### src/rtl/mmio_bus_bridge_if.sv
// ---------------------------------------------------------------------------
// mmio_bus_bridge_if
// Core data-port bus between a requester (core) and mmio_bus_bridge.
//   req_valid  : request present                  (master -> slave)
//   req_ready  : slave can accept a request       (slave  -> master)
//   req_we     : 1 = write, 0 = read              (master -> slave)
//   req_be     : byte enables for writes          (master -> slave)
//   req_addr   : byte address                     (master -> slave)
//   req_wdata  : write data                       (master -> slave)
//   rsp_valid  : one-cycle response pulse         (slave  -> master)
//   rsp_rdata  : read data, 0 on write responses  (slave  -> master)
// ---------------------------------------------------------------------------
interface mmio_bus_bridge_if;
    logic        req_valid;
    logic        req_ready;
    logic        req_we;
    logic [3:0]  req_be;
    logic [31:0] req_addr;
    logic [31:0] req_wdata;
    logic        rsp_valid;
    logic [31:0] rsp_rdata;

    modport master (
        output req_valid, req_we, req_be, req_addr, req_wdata,
        input  req_ready, rsp_valid, rsp_rdata
    );

    modport slave (
        input  req_valid, req_we, req_be, req_addr, req_wdata,
        output req_ready, rsp_valid, rsp_rdata
    );
endinterface

### src/rtl/mmio_bus_bridge.sv
// ---------------------------------------------------------------------------
// mmio_bus_bridge
// Bridges the core data port onto the shared data RAM and an MMIO page that
// holds N_REG byte-writable output registers, N_UART UART channels (data at
// +0, status at +4, stride 0x10 from page offset 0x400) and a sticky error
// register at page offset 0xFFC. At most one request is outstanding; every
// accepted request produces exactly one rsp_valid pulse.
// Ports:
//   i_clk, i_rst_n      : clock, asynchronous active-low reset
//   bus                 : request/response bus (slave side)
//   o_ram_*/i_ram_rdata : RAM port, read data valid RAM_LAT cycles after en
//   o_reg_q             : output registers, reg i at [32*i +: 32]
//   o_uart_tx_*         : TX push strobe and byte per channel
//   i_uart_tx_full      : TX FIFO full per channel
//   o_uart_rx_ren       : RX pop strobe per channel
//   i_uart_rx_data/present : RX head byte and availability per channel
//   o_err               : sticky bus-error flag
// ---------------------------------------------------------------------------
module mmio_bus_bridge #(
    parameter logic [19:0] MMIO_PAGE = 20'hAAAAA,
    parameter int          N_REG     = 4,
    parameter int          N_UART    = 2,
    parameter int          RAM_LAT   = 1,
    parameter int          RAM_AW    = 11
) (
    input  logic                  i_clk,
    input  logic                  i_rst_n,
    mmio_bus_bridge_if.slave      bus,
    output logic                  o_ram_en,
    output logic [3:0]            o_ram_we,
    output logic [RAM_AW-1:0]     o_ram_addr,
    output logic [31:0]           o_ram_wdata,
    input  logic [31:0]           i_ram_rdata,
    output logic [32*N_REG-1:0]   o_reg_q,
    output logic [N_UART-1:0]     o_uart_tx_wen,
    output logic [8*N_UART-1:0]   o_uart_tx_data,
    input  logic [N_UART-1:0]     i_uart_tx_full,
    output logic [N_UART-1:0]     o_uart_rx_ren,
    input  logic [8*N_UART-1:0]   i_uart_rx_data,
    input  logic [N_UART-1:0]     i_uart_rx_present,
    output logic                  o_err
);

    typedef enum logic [1:0] {
        S_IDLE  = 2'd0,
        S_RWAIT = 2'd1,
        S_RSP   = 2'd2
    } state_t;

    // RWAIT spans RAM_LAT cycles; the counter holds the remaining cycles minus one.
    localparam logic [1:0] CNT_INIT = 2'(RAM_LAT - 1);

    state_t              r_state;
    logic                r_ready;
    logic                r_rsp_valid;
    logic [31:0]         r_rsp_rdata;
    logic [1:0]          r_cnt;
    logic [32*N_REG-1:0] r_reg_q;
    logic                r_err;

    logic [19:0] w_page;
    logic [11:0] w_off;
    logic [3:0]  w_reg_idx;
    logic [2:0]  w_uart_idx;
    logic        w_is_ram;
    logic        w_is_mmio;
    logic        w_reg_hit;
    logic        w_uart_data_hit;
    logic        w_uart_stat_hit;
    logic        w_err_hit;
    logic        w_mapped;
    logic        w_accept;
    logic        w_err_set;
    logic        w_err_clr;
    logic        w_sel_full;
    logic        w_sel_present;
    logic [7:0]  w_sel_rxd;
    logic [31:0] w_sel_reg;
    logic [31:0] w_rd_data;
    logic        w_unused;

    // Byte offset bits inside a word play no part in decode.
    assign w_unused = &{1'b0, bus.req_addr[1:0]};

    // Address decode of the presented request.
    always_comb begin
        w_page          = bus.req_addr[31:12];
        w_off           = bus.req_addr[11:0];
        w_reg_idx       = bus.req_addr[5:2];
        w_uart_idx      = bus.req_addr[6:4];
        w_is_ram        = (w_page < MMIO_PAGE);
        w_is_mmio       = (w_page == MMIO_PAGE);
        w_reg_hit       = 1'b0;
        w_uart_data_hit = 1'b0;
        w_uart_stat_hit = 1'b0;
        w_err_hit       = 1'b0;
        if (w_is_mmio) begin
            w_reg_hit = (w_off[11:2] < 10'(N_REG));
            if ((w_off[11:10] == 2'b01) && (w_off[9:4] < 6'(N_UART))) begin
                w_uart_data_hit = (w_off[3:2] == 2'b00);
                w_uart_stat_hit = (w_off[3:2] == 2'b01);
            end else begin
                w_uart_data_hit = 1'b0;
                w_uart_stat_hit = 1'b0;
            end
            w_err_hit = (w_off[11:2] == 10'h3FF);
        end else begin
            w_reg_hit = 1'b0;
        end
        w_mapped = w_is_ram | w_reg_hit | w_uart_data_hit | w_uart_stat_hit | w_err_hit;
    end

    // Per-channel / per-register selection of the addressed resource.
    always_comb begin
        w_sel_full    = 1'b0;
        w_sel_present = 1'b0;
        w_sel_rxd     = 8'h00;
        w_sel_reg     = 32'h0000_0000;
        for (int k = 0; k < N_UART; k++) begin
            if (w_uart_idx == 3'(k)) begin
                w_sel_full    = i_uart_tx_full[k];
                w_sel_present = i_uart_rx_present[k];
                w_sel_rxd     = i_uart_rx_data[8*k +: 8];
            end else begin
                w_sel_full = w_sel_full;
            end
        end
        for (int i = 0; i < N_REG; i++) begin
            if (w_reg_idx == 4'(i)) begin
                w_sel_reg = r_reg_q[32*i +: 32];
            end else begin
                w_sel_reg = w_sel_reg;
            end
        end
    end

    // Accept qualification and error set/clear conditions.
    always_comb begin
        w_accept  = bus.req_valid & r_ready;
        // A write into a full TX FIFO is dropped and flagged like a bus error.
        w_err_set = w_accept & (~w_mapped | (bus.req_we & w_uart_data_hit & w_sel_full));
        w_err_clr = w_accept & ~bus.req_we & w_err_hit;
    end

    // Accept-cycle strobes toward the RAM and the UART channels.
    always_comb begin
        o_ram_en      = w_accept & w_is_ram;
        o_ram_addr    = bus.req_addr[RAM_AW+1:2];
        o_ram_wdata   = bus.req_wdata;
        o_ram_we      = 4'b0000;
        o_uart_tx_wen = '0;
        o_uart_rx_ren = '0;
        if (w_accept & w_is_ram & bus.req_we) begin
            o_ram_we = bus.req_be;
        end else begin
            o_ram_we = 4'b0000;
        end
        for (int k = 0; k < N_UART; k++) begin
            if (w_accept & w_uart_data_hit & (w_uart_idx == 3'(k))) begin
                o_uart_tx_wen[k] = bus.req_we & ~i_uart_tx_full[k];
                o_uart_rx_ren[k] = ~bus.req_we & i_uart_rx_present[k];
            end else begin
                o_uart_tx_wen[k] = 1'b0;
                o_uart_rx_ren[k] = 1'b0;
            end
        end
    end

    assign o_uart_tx_data = {N_UART{bus.req_wdata[7:0]}};

    // Response data for every non-RAM-read access, sampled at accept.
    always_comb begin
        w_rd_data = 32'h0000_0000;
        if (bus.req_we) begin
            w_rd_data = 32'h0000_0000;
        end else if (w_reg_hit) begin
            w_rd_data = w_sel_reg;
        end else if (w_uart_data_hit) begin
            w_rd_data = w_sel_present ? {24'h00_0000, w_sel_rxd} : 32'h0000_0000;
        end else if (w_uart_stat_hit) begin
            w_rd_data = {30'h0000_0000, w_sel_full, w_sel_present};
        end else if (w_err_hit) begin
            w_rd_data = {31'h0000_0000, r_err};
        end else begin
            w_rd_data = 32'h0000_0000;
        end
    end

    // Request/response FSM with registered ready and response outputs.
    always_ff @(posedge i_clk or negedge i_rst_n) begin
        if (!i_rst_n) begin
            r_state     <= S_IDLE;
            r_ready     <= 1'b0;
            r_rsp_valid <= 1'b0;
            r_rsp_rdata <= 32'h0000_0000;
            r_cnt       <= 2'd0;
        end else begin
            case (r_state)
                S_IDLE: begin
                    if (w_accept) begin
                        r_ready <= 1'b0;
                        if (w_is_ram & ~bus.req_we) begin
                            r_state     <= S_RWAIT;
                            r_cnt       <= CNT_INIT;
                            r_rsp_valid <= 1'b0;
                        end else begin
                            r_state     <= S_RSP;
                            r_rsp_valid <= 1'b1;
                            r_rsp_rdata <= w_rd_data;
                        end
                    end else begin
                        r_ready     <= 1'b1;
                        r_rsp_valid <= 1'b0;
                    end
                end
                S_RWAIT: begin
                    if (r_cnt == 2'd0) begin
                        r_state     <= S_RSP;
                        r_rsp_valid <= 1'b1;
                        r_rsp_rdata <= i_ram_rdata;
                    end else begin
                        r_cnt <= r_cnt - 2'd1;
                    end
                end
                S_RSP: begin
                    r_state     <= S_IDLE;
                    r_rsp_valid <= 1'b0;
                    r_rsp_rdata <= 32'h0000_0000;
                    r_ready     <= 1'b1;
                end
                default: begin
                    r_state     <= S_IDLE;
                    r_rsp_valid <= 1'b0;
                    r_rsp_rdata <= 32'h0000_0000;
                    r_ready     <= 1'b0;
                end
            endcase
        end
    end

    // Output registers: byte lanes with req_be set update at the accept edge.
    always_ff @(posedge i_clk or negedge i_rst_n) begin
        if (!i_rst_n) begin
            r_reg_q <= '0;
        end else if (w_accept & bus.req_we & w_reg_hit) begin
            for (int i = 0; i < N_REG; i++) begin
                for (int b = 0; b < 4; b++) begin
                    if ((w_reg_idx == 4'(i)) && bus.req_be[b]) begin
                        r_reg_q[32*i + 8*b +: 8] <= bus.req_wdata[8*b +: 8];
                    end
                end
            end
        end
    end

    // Sticky error flag; a new error beats the read-to-clear.
    always_ff @(posedge i_clk or negedge i_rst_n) begin
        if (!i_rst_n) begin
            r_err <= 1'b0;
        end else if (w_err_set) begin
            r_err <= 1'b1;
        end else if (w_err_clr) begin
            r_err <= 1'b0;
        end
    end

    assign bus.req_ready = r_ready;
    assign bus.rsp_valid = r_rsp_valid;
    assign bus.rsp_rdata = r_rsp_rdata;
    assign o_reg_q       = r_reg_q;
    assign o_err         = r_err;

endmodule
### src/flat_wrapper.sv
// flat-port wrapper written by rule: the top's interface ports become plain ports
module mmio_bus_bridge_flat 
#(
    parameter logic [19:0] MMIO_PAGE = 20'hAAAAA,
    parameter int          N_REG     = 4,
    parameter int          N_UART    = 2,
    parameter int          RAM_LAT   = 1,
    parameter int          RAM_AW    = 11
)
  (i_clk, i_rst_n, o_ram_en, o_ram_we, o_ram_addr, o_ram_wdata, i_ram_rdata, o_reg_q, o_uart_tx_wen, o_uart_tx_data, i_uart_tx_full, o_uart_rx_ren, i_uart_rx_data, i_uart_rx_present, o_err, bus_req_valid, bus_req_we, bus_req_be, bus_req_addr, bus_req_wdata, bus_req_ready, bus_rsp_valid, bus_rsp_rdata);
  mmio_bus_bridge_if bus_i ();
  input  logic i_clk;
  input  logic i_rst_n;
  output logic o_ram_en;
  output logic [3:0] o_ram_we;
  output logic [RAM_AW-1:0] o_ram_addr;
  output logic [31:0] o_ram_wdata;
  input  logic [31:0] i_ram_rdata;
  output logic [32*N_REG-1:0] o_reg_q;
  output logic [N_UART-1:0] o_uart_tx_wen;
  output logic [8*N_UART-1:0] o_uart_tx_data;
  input  logic [N_UART-1:0] i_uart_tx_full;
  output logic [N_UART-1:0] o_uart_rx_ren;
  input  logic [8*N_UART-1:0] i_uart_rx_data;
  input  logic [N_UART-1:0] i_uart_rx_present;
  output logic o_err;
  input wire logic [$bits(bus_i.req_valid)-1:0] bus_req_valid;
  input wire logic [$bits(bus_i.req_we)-1:0] bus_req_we;
  input wire logic [$bits(bus_i.req_be)-1:0] bus_req_be;
  input wire logic [$bits(bus_i.req_addr)-1:0] bus_req_addr;
  input wire logic [$bits(bus_i.req_wdata)-1:0] bus_req_wdata;
  output wire logic [$bits(bus_i.req_ready)-1:0] bus_req_ready;
  output wire logic [$bits(bus_i.rsp_valid)-1:0] bus_rsp_valid;
  output wire logic [$bits(bus_i.rsp_rdata)-1:0] bus_rsp_rdata;
  assign bus_i.req_valid = bus_req_valid;
  assign bus_i.req_we = bus_req_we;
  assign bus_i.req_be = bus_req_be;
  assign bus_i.req_addr = bus_req_addr;
  assign bus_i.req_wdata = bus_req_wdata;
  assign bus_req_ready = bus_i.req_ready;
  assign bus_rsp_valid = bus_i.rsp_valid;
  assign bus_rsp_rdata = bus_i.rsp_rdata;
  mmio_bus_bridge #(.MMIO_PAGE(MMIO_PAGE), .N_REG(N_REG), .N_UART(N_UART), .RAM_LAT(RAM_LAT), .RAM_AW(RAM_AW)) u_core (.i_clk(i_clk), .i_rst_n(i_rst_n), .bus(bus_i), .o_ram_en(o_ram_en), .o_ram_we(o_ram_we), .o_ram_addr(o_ram_addr), .o_ram_wdata(o_ram_wdata), .i_ram_rdata(i_ram_rdata), .o_reg_q(o_reg_q), .o_uart_tx_wen(o_uart_tx_wen), .o_uart_tx_data(o_uart_tx_data), .i_uart_tx_full(i_uart_tx_full), .o_uart_rx_ren(o_uart_rx_ren), .i_uart_rx_data(i_uart_rx_data), .i_uart_rx_present(i_uart_rx_present), .o_err(o_err));
endmodule
### config.mk
export PLATFORM = sky130hd
export DESIGN_NAME = mmio_bus_bridge_flat
export DESIGN_NICKNAME = d
export VERILOG_FILES = /design/src/rtl/mmio_bus_bridge_if.sv /design/src/rtl/mmio_bus_bridge.sv /design/src/flat_wrapper.sv
export SDC_FILE = /design/constraint.sdc
export NUM_CORES = 1
export LEC_CHECK = 0
export CAP_MARGIN = 20
export CORE_MARGIN = 5
export CORE_UTILIZATION = 40
export CTS_CLUSTER_DIAMETER = 50
export DETAILED_ROUTE_END_ITERATION = 7
export HOLD_SLACK_MARGIN = 0.05
export PLACE_DENSITY = 0.85
export SETUP_SLACK_MARGIN = 0.3
export SLEW_MARGIN = 5
export SYNTH_ARGS = -nofsm -noshare
export SYNTH_HDL_FRONTEND = slang
export SYNTH_SLANG_ARGS = --single-unit
### constraint.sdc
create_clock -name i_clk -period 2.48 [get_ports i_clk]
set_input_delay 0.496 -clock i_clk [delete_from_list [all_inputs] [get_ports i_clk]]
set_output_delay 0.496 -clock i_clk [all_outputs]
set_load 0.005 [all_outputs]
==> Yosys cells after proc, flatten, opt, wreduce, memory -nomap -nowiden <==
Cells that the tools add are included.
{ "op_classes": {"mul": 0, "bitwise_logic": 27, "addsub": 1, "n_eq_ne": 15, "n_lt_le_gt_ge": 3, "muxes": 47, "div_mod_pow": 0, "shifts": 0, "reduce_logical": 43} }
{ "op_table": {"columns": ["operator", "count"], "rows": [
  ["32-bit 2-to-1 mux", 11],
  ["32-bit one-hot mux with 2 select lines", 1],
  ["2-bit AND reduction", 17],
  ["8-bit 2-to-1 mux", 3],
  ["1-bit 2-to-1 mux", 21],
  ["20-bit == test (second input constant)", 1],
  ["20-bit less-than comparator (second input constant)", 1],
  ["1-bit AND", 18],
  ["1-bit logical AND", 17],
  ["2-bit 2-to-1 mux", 6],
  ["10-bit == test (second input constant)", 1],
  ["10-bit by 3-bit less-than comparator with 1-bit output (second input constant)", 1],
  ["4-bit by 2-bit == test with 1-bit output (second input constant)", 2],
  ["2-bit one-hot mux with 2 select lines", 2],
  ["2-bit by 1-bit == test with 1-bit output (second input constant)", 3],
  ["2-bit logical NOT", 3],
  ["6-bit by 2-bit less-than comparator with 1-bit output (second input constant)", 1],
  ["2-bit by 1-bit inequality test with 1-bit output (second input constant)", 3],
  ["1-bit OR", 5],
  ["4-bit by 1-bit == test with 1-bit output (second input constant)", 1],
  ["4-bit logical NOT", 1],
  ["4-bit 2-to-1 mux", 1],
  ["2-bit inequality test (second input constant)", 2],
  ["1-bit NOT", 4],
  ["other kinds (9)", 10]
]} }
{ "totals": {"input_bits": 124, "wordCells": 158, "reg_bits": 167, "output_inout_bits": 231, "latch_bits": 0, "romBits": 0, "mem_count": 0, "ram_bits": 0} }

==> Longest topological paths before layout <==
{ "depth": {"word_depth": 11, "ltp_mapped": 9, "mapped_depth_nobuf": 8} }

==> Least setup slack after synthesis <==
No wires, ideal clock.
{ "synth_timing": {"kind": "input port to flip-flop", "start": "input bus_req_addr[11]", "end": "register u_core.r_reg_q[0] (netlist: u_core.o_reg_q[0])", "setup_time_ps": 125, "required_ps": 2355, "t_arrival_ps": 2859, "slack_ps": -504, "path_stages": 7, "n_path_buf": 1, "path_cell_list": "or4_4 or3_4 or3_1 or4_4 buf_12 nor2_8 mux2_4"} }
{ "synth_between": {"elab_chain_len": 4} }
{ "synth_lines": {"columns": ["element", "line_no", "source"], "rows": [
  ["start, declared", "flat_wrapper.sv:30", "input wire logic [$bits(bus_i.req_addr)-1:0] bus_req_addr;"],
  ["10-bit by 3-bit less-than comparator with 1-bit output", "mmio_bus_bridge.sv:98", "w_reg_hit = (w_off[11:2] < 10'(N_REG));"],
  ["1-bit 2-to-1 mux", "mmio_bus_bridge.sv:97", "if (w_is_mmio) begin"],
  ["1-bit AND", "mmio_bus_bridge.sv:245", "end else if (w_accept & bus.req_we & w_reg_hit) begin"],
  ["2-bit AND reduction (no line)", null, null],
  ["end signal, assigned by index", "mmio_bus_bridge.sv:249", "r_reg_q[32*i + 8*b +: 8] <= bus.req_wdata[8*b +: 8];"],
  ["end, declared", "mmio_bus_bridge.sv:58", "logic [32*N_REG-1:0] r_reg_q;"]
]} }
Every way passes these cells.
A chain may end at the register's enable or synchronous reset.

==> Worst setup path in the final report <==
{ "layout_timing": {"start": "input bus_req_addr[7]", "end": "register u_core.r_reg_q[27] (netlist: u_core.o_reg_q[27])"} }
Same word-level chain as after synthesis.

==> results_dict.tcl <==
set metrics [dict create \
    top_layer "met4" \
    clkLatencyLatePin_ps 430 \
    antenna_found_initial 0 \
    synth_top_cell_area_share_pct 47.00 \
    antenna_cells 0 \
    swShare_pct 27.62 \
    r2r_cells 9 \
    grt_pass1_vias 8287 \
    final_max_slew_viol_count 0 \
    place.gp.congestion 0.9051 \
    synthArstFlopShare_pct 100.0 \
    cp_data_required_time_ps 2780 \
    p_leak_nw 6.480 \
    nets 1255 \
    timing.rr.start "u_core.bus.req_ready" \
    viasPerCell 5.415 \
    grt_max_degree 68 \
    coreArea_um2 21820 \
    first_pass_iters 5 \
    crit_path_max_incr_delay_ps 540 \
    cts.hold.buffers_added 0 \
    antenna_left 0 \
    ys_ff_latch 167 \
    ys_seq_area_share_pct 47.00 \
    powerDensity_nw_per_um2 464.5 \
    worstSetupPathDepth 9 \
    cts_htree_levels 4 \
    synthFlopType "dfrtp_1" \
    die_area_um2 25310 \
    power.internal_mw 4.830 \
    r2r_slack_ps 360 \
    drc 0 \
    switchingPower_mw 1.843 \
    endpoint "u_core.o_reg_q[27]" \
    worstPathArrival_ps 3240 \
    critPathSlowestCell "or4_4" \
    synth_nets 865 \
    area_delta_synth_final_pct 61.60 \
    cp_max_fo 8 \
    ys_types 49 \
    tritoncts "done" \
    pwr-share-clk_pct 39.8 \
    crit_start "bus_req_addr[7]" \
    met1_length_um 13090 \
    cts_sinks 167 \
    r2r-end "u_core.o_reg_q[95]" \
    wl_per_cell_um 22.82 \
    dp_slack_ps -1308 \
    row_count 54 \
    syn_area_um2 8891 \
    worstSetupStartpointType "input port" \
    max_cap_violations 0 \
    path_class "input port to flip-flop" \
    grt_overflow 0 \
    crit_path_end_kind "flip-flop" \
    p_seq_share_pct 42.5 \
    drive_above_1_share_pct 35.43 \
    io_buffers 352 \
    cts_buffer_depth 2 \
    dpl.hpwl_um 22990 \
    yosys-top-cells-area "dfrtp_1 47%, mux2_4 11%, mux2_2 9.1%" \
    tightest_slew_ps 705.7 \
    crit_family "simple AND/OR/NAND/NOR gates" \
    drtIter0Drc 370 \
    clk_pin_slew_worst_paths_ps 70 \
    placed_cells 1355 \
    violations "setup timing" \
    final_area_um2 14370 \
    power_frac_comb_pct 17.8 \
    rsz0062_at_grt "yes" \
    syn_avg_cell_area_um2 12.01 \
    boundaryPins 355 \
    fin_crit_ps 2944 \
    max_freq_mhz 339.7 \
    cts-buffers-inserted 17 \
    synth_edf_count 0 \
    hp-class "input port to asynchronous set/reset pin" \
    netlist_instances 740 \
    min_period_over_period_pct 118.7 \
    crit_chain "buf_6 -> or4_4 -> buf_4 -> or3_4 -> or3_4 -> or4_4 -> buf_12 -> nor2_8 -> mux2_4" \
    routed-wl-met2_um 16410 \
    dr_total_vias 7705 \
    wirelength_um 32470 \
    routed-wl-met3_um 2253 \
    fin_skew_ps 12.64 \
    yosysWarnings 0 \
    setup_viol 87 \
    initial_core_util_pct 40.74 \
    fin_cells 1423 \
    die_w_um 159.1 \
    track_usage_pct 24.56 \
    worstPathBufferInverterCount 3 \
    hold_viol 0 \
    peakVddDrop_mv 0.3958 \
    synth.largest_area_cell "dfrtp_1" \
    grt_pass1_wl_um 49650 \
    slew_headroom_pct 52.95 \
    die_h_um 159.1 \
    status "complete, but fails checks" \
    place_area_um2 12970 \
    cts-root-buf "clkbuf_16" \
    fin_ws_ps -463.7 \
]
## worst register-to-register path, stage by stage, from the launching register on
cell and delay, ps:
dfrtp_1 390, and2_1 210, nand2_1 130, buf_4 170, nor2_1 120, buf_4 160, nand2_1 180, nor2_4 180
buf_12 140, mux2_2 340
## layout make-up
cell class	instances	area (um^2)
clock buffer	19	442.9
tap	280	350.3
fill	1575	7456
clock inverter	13	136.4
inverter	6	22.52
multi-input combinational	473	4567
timing repair buffer	465	4669
sequential	167	4179
## logic make-up after synthesis
| logic type | after synthesis | synth area share [%] |
|---|---|---|
| adders and majority gates | 1 | 0.1407 |
| buffers and inverters | 100 | 6.896 |
| muxes | 172 | 24.96 |
| DFF | 167 | 47.00 |
| AOI/OAI and AO/OA | 146 | 10.37 |
| and+or+nand+nor | 154 | 10.62 |
## state kept, by name, summed over array words and instances, names as in the netlist
name / flops
u_core.bus.req_ready: 1
u_core.bus.rsp_rdata: 32
u_core.bus.rsp_valid: 1
u_core.o_err: 1
u_core.o_reg_q: 128
u_core.r_cnt: 2
u_core.r_state: 2
## power groups by stage
| stage | Combinational (mW) | Clock [mW] | Sequential [mW] |
|---|---|---|---|
| global route | 1.27 | 2.80 | 2.84 |
| finish | 1.19 | 2.65 | 2.83 |
| floorplan | 0.377 | 0 | 2.88 |
| detailed placement | 1.08 | 0 | 2.88 |
| CTS | 1.14 | 2.71 | 2.83 |
| global placement | 1.06 | 0 | 2.88 |
## through the flow
stage / util (%) / setup TNS (ps) / power (mW) / hold slack (ps)
after detailed placement: 59.44 / -149370 / 3.966 / 470.9
after global placement: 59.44 / -144960 / 3.942 / 459.1
after floorplan: - / -48060 / 3.254 / 200.4
after global routing: 65.84 / -35200 / 6.905 / 120.4
final: 65.84 / -30750 / 6.674 / 72.14
after CTS: 64.53 / -27360 / 6.676 / 92.46
## timing repair
item,in CTS,in global routing
pin swaps,42,48
resized for setup,236,69
hold endpoints to repair,0,0
cloned,1,0
setup endpoints to repair,182,185
setup buffers,32,3
## layout by cell type (no fill, tap or decap), drive strengths merged, types with 6 or more instances in the layout
cell type,Yosys,routed
a21oi,38,38
clkbuf,32,20
dfrtp,167,167
dlygate4sd2,0,11
nor2b,27,27
mux4,7,7
nor2,26,26
a22oi,25,25
nand2,52,52
dlymetal6s2s,0,8
mux2i,29,29
a22o,6,6
or3,7,7
mux2,136,136
inv,6,11
nor3,13,13
clkdlybuf4s50,0,299
o21ai,35,35
buf,62,143
a211oi,24,24
## worst min path at each step
stage / end / startpoint / slack (ps) / depth (start not counted)
after floorplan: u_core.bus.req_ready / i_rst_n / 200 / 0
after global placement: u_core.bus.rsp_valid / u_core.bus.rsp_valid / 460 / 2
after detailed placement: u_core.bus.rsp_rdata[12] / u_core.bus.rsp_rdata[12] / 470 / 2
after CTS: u_core.o_reg_q[65] / i_rst_n / 90 / 1
after global routing: u_core.o_reg_q[65] / i_rst_n / 120 / 1
final: u_core.o_reg_q[65] / i_rst_n / 70 / 1
## synth_stat cells, types with 2 or more instances
cell	number
nor2_8	8
or3_1	6
nand4_1	4
nand2_1	52
nand2b_1	2
and3_1	3
nor4bb_1	2
a22oi_1	25
o211ai_1	4
nor2b_1	27
and2_1	5
nor2_2	8
nor3_1	13
mux2_4	64
o21ai_1	7
mux2i_1	29
o22ai_1	2
buf_1	2
a21oi_1	38
nor4_1	2
or4_4	2
nor3b_1	3
a31oi_1	2
dfrtp_1	167
a21o_1	4
mux2_2	72
a211oi_1	24
a22o_1	6
clkbuf_1	32
inv_1	6
nor2_1	10
mux4_2	7
o21ai_0	28
buf_4	59
## metal layers
metal	track usage (%)	vias to the layer above
met5	0	-
met4	7.949	0
met3	6.109	62
met2	41.44	354
met1	31.06	3867
li1	-	3422
Note: power is estimated with default switching activity, not from simulation.
